## src/rtl/if_pkg.sv

```systemverilog
// Shared definitions for the instruction-fetch stage: FSM state encoding and PC increment.
package if_pkg;

  typedef enum logic [1:0] {
    BOOT  = 2'd0,
    RUN   = 2'd1,
    FLUSH = 2'd2,
    HALT  = 2'd3
  } fetch_state_t;

  localparam int PC_STEP = 4;

endpackage

```

## src/rtl/sat_counter.sv

```systemverilog
// Saturating up-counter with asynchronous active-low reset and increment enable.
module sat_counter #(
  parameter int WIDTH = 16
) (
  input  logic             clk,
  input  logic             rst,
  input  logic             inc,
  output logic [WIDTH-1:0] count
);

  logic at_max;

  assign at_max = (count == {WIDTH{1'b1}});

  always_ff @(posedge clk or negedge rst) begin
    if (!rst) begin
      count <= '0;
    end else if (inc && !at_max) begin
      count <= count + WIDTH'(1);
    end
  end

endmodule

```

## src/rtl/fetch_sequencer.sv

```systemverilog
// Instruction-fetch control FSM: boot delay, normal fetch, stalls, branch redirect with
// wrong-path flush, and HALT/resume. Outputs are a Mealy decode of state and inputs.
module fetch_sequencer
  import if_pkg::*;
#(
  parameter int PC_WIDTH    = 6,
  parameter int BOOT_CYCLES = 4,
  parameter int CNT_WIDTH   = 16
) (
  input  logic                 clk,
  input  logic                 rst,
  input  logic                 stall_req,
  input  logic                 Branch,
  input  logic                 Zero,
  input  logic [PC_WIDTH-1:0]  jmp_address,
  input  logic                 halt_req,
  input  logic                 resume,
  input  logic [PC_WIDTH-1:0]  PCout,
  output logic [PC_WIDTH-1:0]  PCin,
  output logic                 pc_we,
  output logic                 ifid_we,
  output logic                 ifid_flush,
  output logic                 fetch_valid,
  output logic                 halted,
  output logic [CNT_WIDTH-1:0] fetch_count
);

  localparam int BOOT_W    = (BOOT_CYCLES > 1) ? $clog2(BOOT_CYCLES) : 1;
  localparam int BOOT_LAST = (BOOT_CYCLES > 0) ? BOOT_CYCLES - 1 : 0;

  fetch_state_t      state_reg, state_next;
  logic [BOOT_W-1:0] boot_cnt_reg, boot_cnt_next;
  logic              taken;
  logic              boot_done;
  logic [PC_WIDTH-1:0] pc_inc;

  assign taken     = Branch && Zero;
  assign pc_inc    = PCout + PC_WIDTH'(PC_STEP);
  // With BOOT_CYCLES=0 the FSM still spends exactly one cycle in BOOT.
  assign boot_done = (BOOT_CYCLES == 0) || (boot_cnt_reg == BOOT_W'(BOOT_LAST));

  always_comb begin
    state_next    = state_reg;
    boot_cnt_next = boot_cnt_reg;
    PCin          = pc_inc;
    pc_we         = 1'b0;
    ifid_we       = 1'b0;
    ifid_flush    = 1'b0;
    fetch_valid   = 1'b0;
    halted        = 1'b0;
    if (!rst) begin
      ifid_flush = 1'b1;
    end else begin
      unique case (state_reg)
        BOOT: begin
          ifid_flush    = 1'b1;
          boot_cnt_next = boot_cnt_reg + BOOT_W'(1);
          if (boot_done) begin
            state_next    = RUN;
            boot_cnt_next = '0;
          end
        end
        RUN: begin
          if (taken) begin
            PCin       = jmp_address;
            pc_we      = 1'b1;
            ifid_we    = 1'b1;
            ifid_flush = 1'b1;
            state_next = FLUSH;
          end else if (halt_req) begin
            ifid_we    = 1'b1;
            ifid_flush = 1'b1;
            state_next = HALT;
          end else if (!stall_req) begin
            pc_we       = 1'b1;
            ifid_we     = 1'b1;
            fetch_valid = 1'b1;
          end
        end
        FLUSH: begin
          // A taken branch here belongs to the already-squashed slot, so it is ignored.
          ifid_we    = 1'b1;
          ifid_flush = 1'b1;
          if (!stall_req) begin
            pc_we      = 1'b1;
            state_next = RUN;
          end
        end
        HALT: begin
          halted = 1'b1;
          if (resume) begin
            state_next = RUN;
          end
        end
        default: begin
          state_next = BOOT;
        end
      endcase
    end
  end

  always_ff @(posedge clk or negedge rst) begin
    if (!rst) begin
      state_reg    <= BOOT;
      boot_cnt_reg <= '0;
    end else begin
      state_reg    <= state_next;
      boot_cnt_reg <= boot_cnt_next;
    end
  end

  sat_counter #(
    .WIDTH(CNT_WIDTH)
  ) u_fetch_count (
    .clk   (clk),
    .rst   (rst),
    .inc   (fetch_valid),
    .count (fetch_count)
  );

endmodule

```

## config.mk

```make
export PLATFORM = sky130hd
export DESIGN_NAME = fetch_sequencer
export DESIGN_NICKNAME = d
export VERILOG_FILES = /design/src/rtl/if_pkg.sv /design/src/rtl/sat_counter.sv /design/src/rtl/fetch_sequencer.sv
export SDC_FILE = /design/constraint.sdc
export NUM_CORES = 1
export LEC_CHECK = 0
export BUFFER_PORTS_ARGS = -buffer_cell sky130_fd_sc_hd__clkbuf_2
export CORE_AREA = 2 2 54 56
export CTS_CLUSTER_DIAMETER = 150
export DETAILED_ROUTE_END_ITERATION = 8
export DIE_AREA = 0 0 56 58
export PLACE_DENSITY = 0.77
export SLEW_MARGIN = 40
export SYNTH_ARGS = -nofsm -noshare
export SYNTH_HDL_FRONTEND = slang
export SYNTH_HIERARCHICAL = 1
export SYNTH_SLANG_ARGS = --single-unit
```

## constraint.sdc

```tcl
create_clock -name clk -period 5.3 [get_ports clk]
set_clock_uncertainty 0.1 [all_clocks]
set_input_delay 0.265 -clock clk [delete_from_list [all_inputs] [get_ports clk]]
set_output_delay 0.265 -clock clk [all_outputs]
set_load 0.02 [all_outputs]
```

## Word level (Yosys, flattened, before mapping)

Index checks and enable logic that the tools add are counted.

- $add $sub $neg: 3
- Multiply operators: 0
- Divide/modulo/power cells: 0
- Magnitude comparators: 0
- Equality and inequality tests: 9
- Shift-type cells: 0
- Multiplexer cells: 28
- Bitwise gates (word level): 0
- Reductions and logical operators: 7

Operators with widths:

| operator | count |
|---|---|
| 6-bit 2-to-1 mux | 3 |
| 16-bit by 1-bit adder with 16-bit output, second input constant | 1 |
| 16-bit equality test, second input constant | 1 |
| 1-bit 2-to-1 mux | 15 |
| 2-bit 2-to-1 mux | 6 |
| 2-bit one-hot mux with 4 select lines | 1 |
| 6-bit by 3-bit adder with 6-bit output, second input constant | 1 |
| 2-bit equality test, second input constant | 3 |
| 2-bit != test, second input constant | 3 |
| 1-bit one-hot mux with 2 select lines | 3 |
| 5-bit AND reduction | 1 |
| 3-bit != test, second input constant | 1 |
| 2-bit by 1-bit adder with 2-bit output, second input constant | 1 |
| 2-bit by 1-bit equality test with 1-bit output, second input constant | 1 |
| 1-bit logical AND | 2 |
| 2-bit logical NOT | 1 |
| 2-bit AND reduction | 1 |
| 2-bit OR reduction | 1 |
| 1-bit logical NOT | 1 |

- Register bits after elaboration: 20
- Latch bits: 0
- Bits in writable memories: 0
- Memory bits (read-only): 0
- Input port bits: 19
- Output and inout bits: 27
- Memories: 0

## Depth between registers and ports, before layout

- Depth after elaboration: 6
- Mapped depth: 8
- Gate-level depth less buffers: 8

## By module

The synthesis kept the hierarchy.

Modules (own cells, without submodules):

| module | times used | cells each | area an instance (µm²) |
|---|---|---|---|
| sat_counter | 1 | 69 | 800.8 |
| fetch_sequencer | 1 | 56 | 464.2 |

## Least setup slack after synthesis

OpenSTA, ideal clock, no wires.

- Path kind: register -> register
- Start: register state_reg[1]
- End: register u_fetch_count.count[13]
- Library setup time: 80 ps
- Arrival time: 2,359 ps
- Setup slack: 2,761 ps
- Cell stages (with the launch flop): 9
- Path buffers: 0
- Path through: dfrtp_1 -> inv_1 -> ha_1 -> nand2_1 -> nor3_1 -> and3_1 -> nand3_1 -> nor4b_2 -> xor2_1

- Cells in the longest elaborated chain, start to end: 4

Ends and longest elaborated chain:

| item | line | source |
|---|---|---|
| from (decl) | fetch_sequencer.sv:31 | `fetch_state_t state_reg, state_next;` |
| from (signal assigned) | fetch_sequencer.sv:107 | `state_reg <= state_next;` |
| 2-bit by 1-bit equality test with 1-bit output | fetch_sequencer.sv:54 | `unique case (state_reg)` |
| 1-bit 2-to-1 mux | fetch_sequencer.sv:54 |  |
| 1-bit 2-to-1 mux | fetch_sequencer.sv:51 | `if (!rst) begin` |
| net fetch_valid | fetch_sequencer.sv:23 | `output logic fetch_valid,` |
| 1-bit logical AND | sat_counter.sv:18 | `end else if (inc && !at_max) begin` |
| to (signal assigned) | sat_counter.sv:19 | `count <= count + WIDTH'(1);` |
| to (decl) | sat_counter.sv:8 | `output logic [WIDTH-1:0] count` |

The timed path passes the listed nets, and every way through them passes these cells.
A chain may end at the register's enable or synchronous reset.

## Worst setup path after layout

- Start: input rst
- End: register u_fetch_count.count[15]

- Cells in the longest elaborated chain, start to end: 2

Ends and longest elaborated chain:

| item | line | source |
|---|---|---|
| from (decl) | fetch_sequencer.sv:11 | `input logic rst,` |
| 1-bit 2-to-1 mux | fetch_sequencer.sv:51 |  |
| 1-bit logical AND | sat_counter.sv:18 |  |

Every way passes these cells.

==> reports/qor.yml <==
synth_edf_count: 0
critPathArrivalTime_ns: 2.88
antenna_left: 0
synth_area_um2: 1260
netlist.area_leader.share_pct: 39.6
layout-drive-gt1-share_pct: 34.5
htree_levels: 1
syn_inst: 125
largest_reg_flops: 16
ys_top_cells_by_area: "dfrtp_1, ha_1, xor2_1"
start_kind: "primary input"
final_nets: 204
start_util_pct: 47.5
synth_area_leader_cell: "dfrtp_1"
ios: 46
dieArea_um2: 3250
dr.pass1.iters: 4
routedWlPerCell_um: 13.1
vias: 1160
clockBufferDepth: 2
worstSetupPathType: "primary input to flip-flop"
ys_ff_latch: 20
grt_max_degree: 28
critPathMaxFanout: 27
die_h_um: 58
ir_drop_mv: 0.213
io_buffers: 45
track_usage_pct: 18.4
max_freq_ghz: 0.363
path_clk_slew_ns: 0.11
drt-initial-drc-count: 94
rsz0062_at_grt: "no"
maxCapViolCount: 0
die_w_um: 56
synth-warning-count: 6
synth_cell_types: 35
hold_viol: 0
place_congestion: 0.818
stdcell_area_um2: 1560
cts_tree: "built"
p_leak_nw: 0.840
slew_violations: 0
final_core_util_pct: 58.6
synth_seq_area_share_pct: 39.6
via_per_inst: 5.66
grt_pass1_wl_um: 4810
cts-root-buf: "clkbuf_4"
wirelength_um: 2690
layout_commonest_cell: "clkbuf_2"
drcViolationCount: 0
post_dp_cell_area_um2: 1530
nFillCells: 247
antenna_found_initial: 0
cts_resized: 0
cts.sinks: 20
std_cell_rows: 19
synthArstFlopShare_pct: 100
cp-end-kind: "flip-flop"
dp_hpwl_um: 2100
p_per_area_nw_per_um2: 316
tightest_slew_ns: 0.607
worstSkewPairLatency_ns: 0.29
areaGrowthSynthToFinish_pct: 23.4
finalSetupViolCount: 0
grt_overflow: 0
final_cell_mix: "clkbuf_2, dfrtp_1, nand2_1, xor2_1"
numCtsBuffers: 3
synth_nets: 153
relSlewSlack_pct: 59.6
outcome: "completed"
core_area_um2: 2660
diodes: 0
min_period_ns: 2.76
postSynthAreaPerCell_um2: 10.1
period_share_pct: 52.0
setup_tns_ns: 0
grt_pass1_vias: 1123
synth-main-ff-cell: "dfrtp_1"
hp-class: "primary input to flip-flop"
cp_data_required_time_ns: 5.42
==> timing repair <==
item | CTS | global route
hold buffers | 1 | 0
endpoints found under the hold margin | 20 | 0
setup buffers | 0 | 0
endpoints found under the setup margin | 0 | 0
==> metal layers <==
metal	global-route usage [%]	vias up	routed length, um	part of all wire, %
li1	-	559	-	-
met1	23.4	552	1210	45
met2	32.6	47	1280	47
met3	2.68	2	190	7.1
met4	5.78	0	17	0.63
met5	0	-	0	0
==> cell type report <==
cell class	instances	area, um2	area share, %
well taps	31	38.8	2.48
multi-input cells	100	746	47.8
flip-flops and latches	20	500	32.1
inverters	5	18.8	1.20
repair buffers	46	235	15.1
clock buffers	3	22.5	1.44
==> where the power goes <==
| group | total [W] | internal, W | switching [W] |
|---|---|---|---|
| clock network | 0.0000704 | 0.0000265 | 0.0000439 |
| logic | 0.000212 | 0.0000887 | 0.000123 |
| registers | 0.000210 | 0.000179 | 0.0000311 |
| total | 0.000493 | 0.000295 | 0.000198 |
==> worst max-delay path, stage by stage <==
cell and delay [ns]:
dlygate4sd3_1 0.53, clkbuf_2 0.50, nand2_1 0.10, nor3_1 0.45, and3_1 0.25, nand3_1 0.25
nor4_2 0.34, xor2_1 0.19
==> cells in the mapped netlist (all sizes together), types with 2 or more instances <==
cell type / instances
nor3: 7
nor2: 9
mux2: 6
xnor2: 4
nand3: 6
xor2: 10
nand2: 11
a21oi: 9
and4: 2
ha: 9
nand4: 5
dfrtp: 20
and3: 2
o21ai: 3
inv: 5
nor4: 2
==> metrics by stage <==
stage / std cells / power, W / hold WS, ns / worst slack, ns
6_report: 205 / 0.000493 / 0.247 / 2.54
5_1_grt: 205 / 0.000534 / 0.276 / 2.22
4_1_cts: 205 / 0.000497 / 0.243 / 2.50
3_5_place_dp: 201 / 0.000425 / 0.208 / 2.73
3_3_place_gp: 201 / 0.000416 / 0.190 / 2.91
2_1_floorplan: 125 / 0.000357 / -0.131 / 2.76
==> cells by family (layout without fill, tap and decap cells) <==
logic type               after synthesis  in the layout  share of synthesized area [%]
AO/OA/AOI/OAI                         21             21                           10.8
XOR/XNOR                              14             14                           9.69
adder cells (fa/ha/maj)                9              9                           8.90
buffers and inverters                  5             54                           1.48
flip-flops                            20             20                           39.6
multiplexers                           6              6                           5.34
AND/OR/NAND/NOR                       50             50                           24.2
==> final timing paths <==
| kind | start | end | slack, ns | cells past startpoint |
|---|---|---|---|---|
| hold reg to reg | u_fetch_count/count[7] | u_fetch_count/count[7] | 0.42 | 1 |
| setup / recovery | rst | u_fetch_count/count[15] | 2.54 | 8 |
| setup reg to reg | state_reg[1] | u_fetch_count/count[15] | 2.80 | 8 |
| max in group asynchronous | rst | u_fetch_count/count[9] | 4.29 | 2 |
| hold / removal | halt_req | state_reg[0] | 0.25 | 3 |
| min in group asynchronous | rst | state_reg[1] | 0.41 | 2 |
Power figures use the tool's default switching activity.
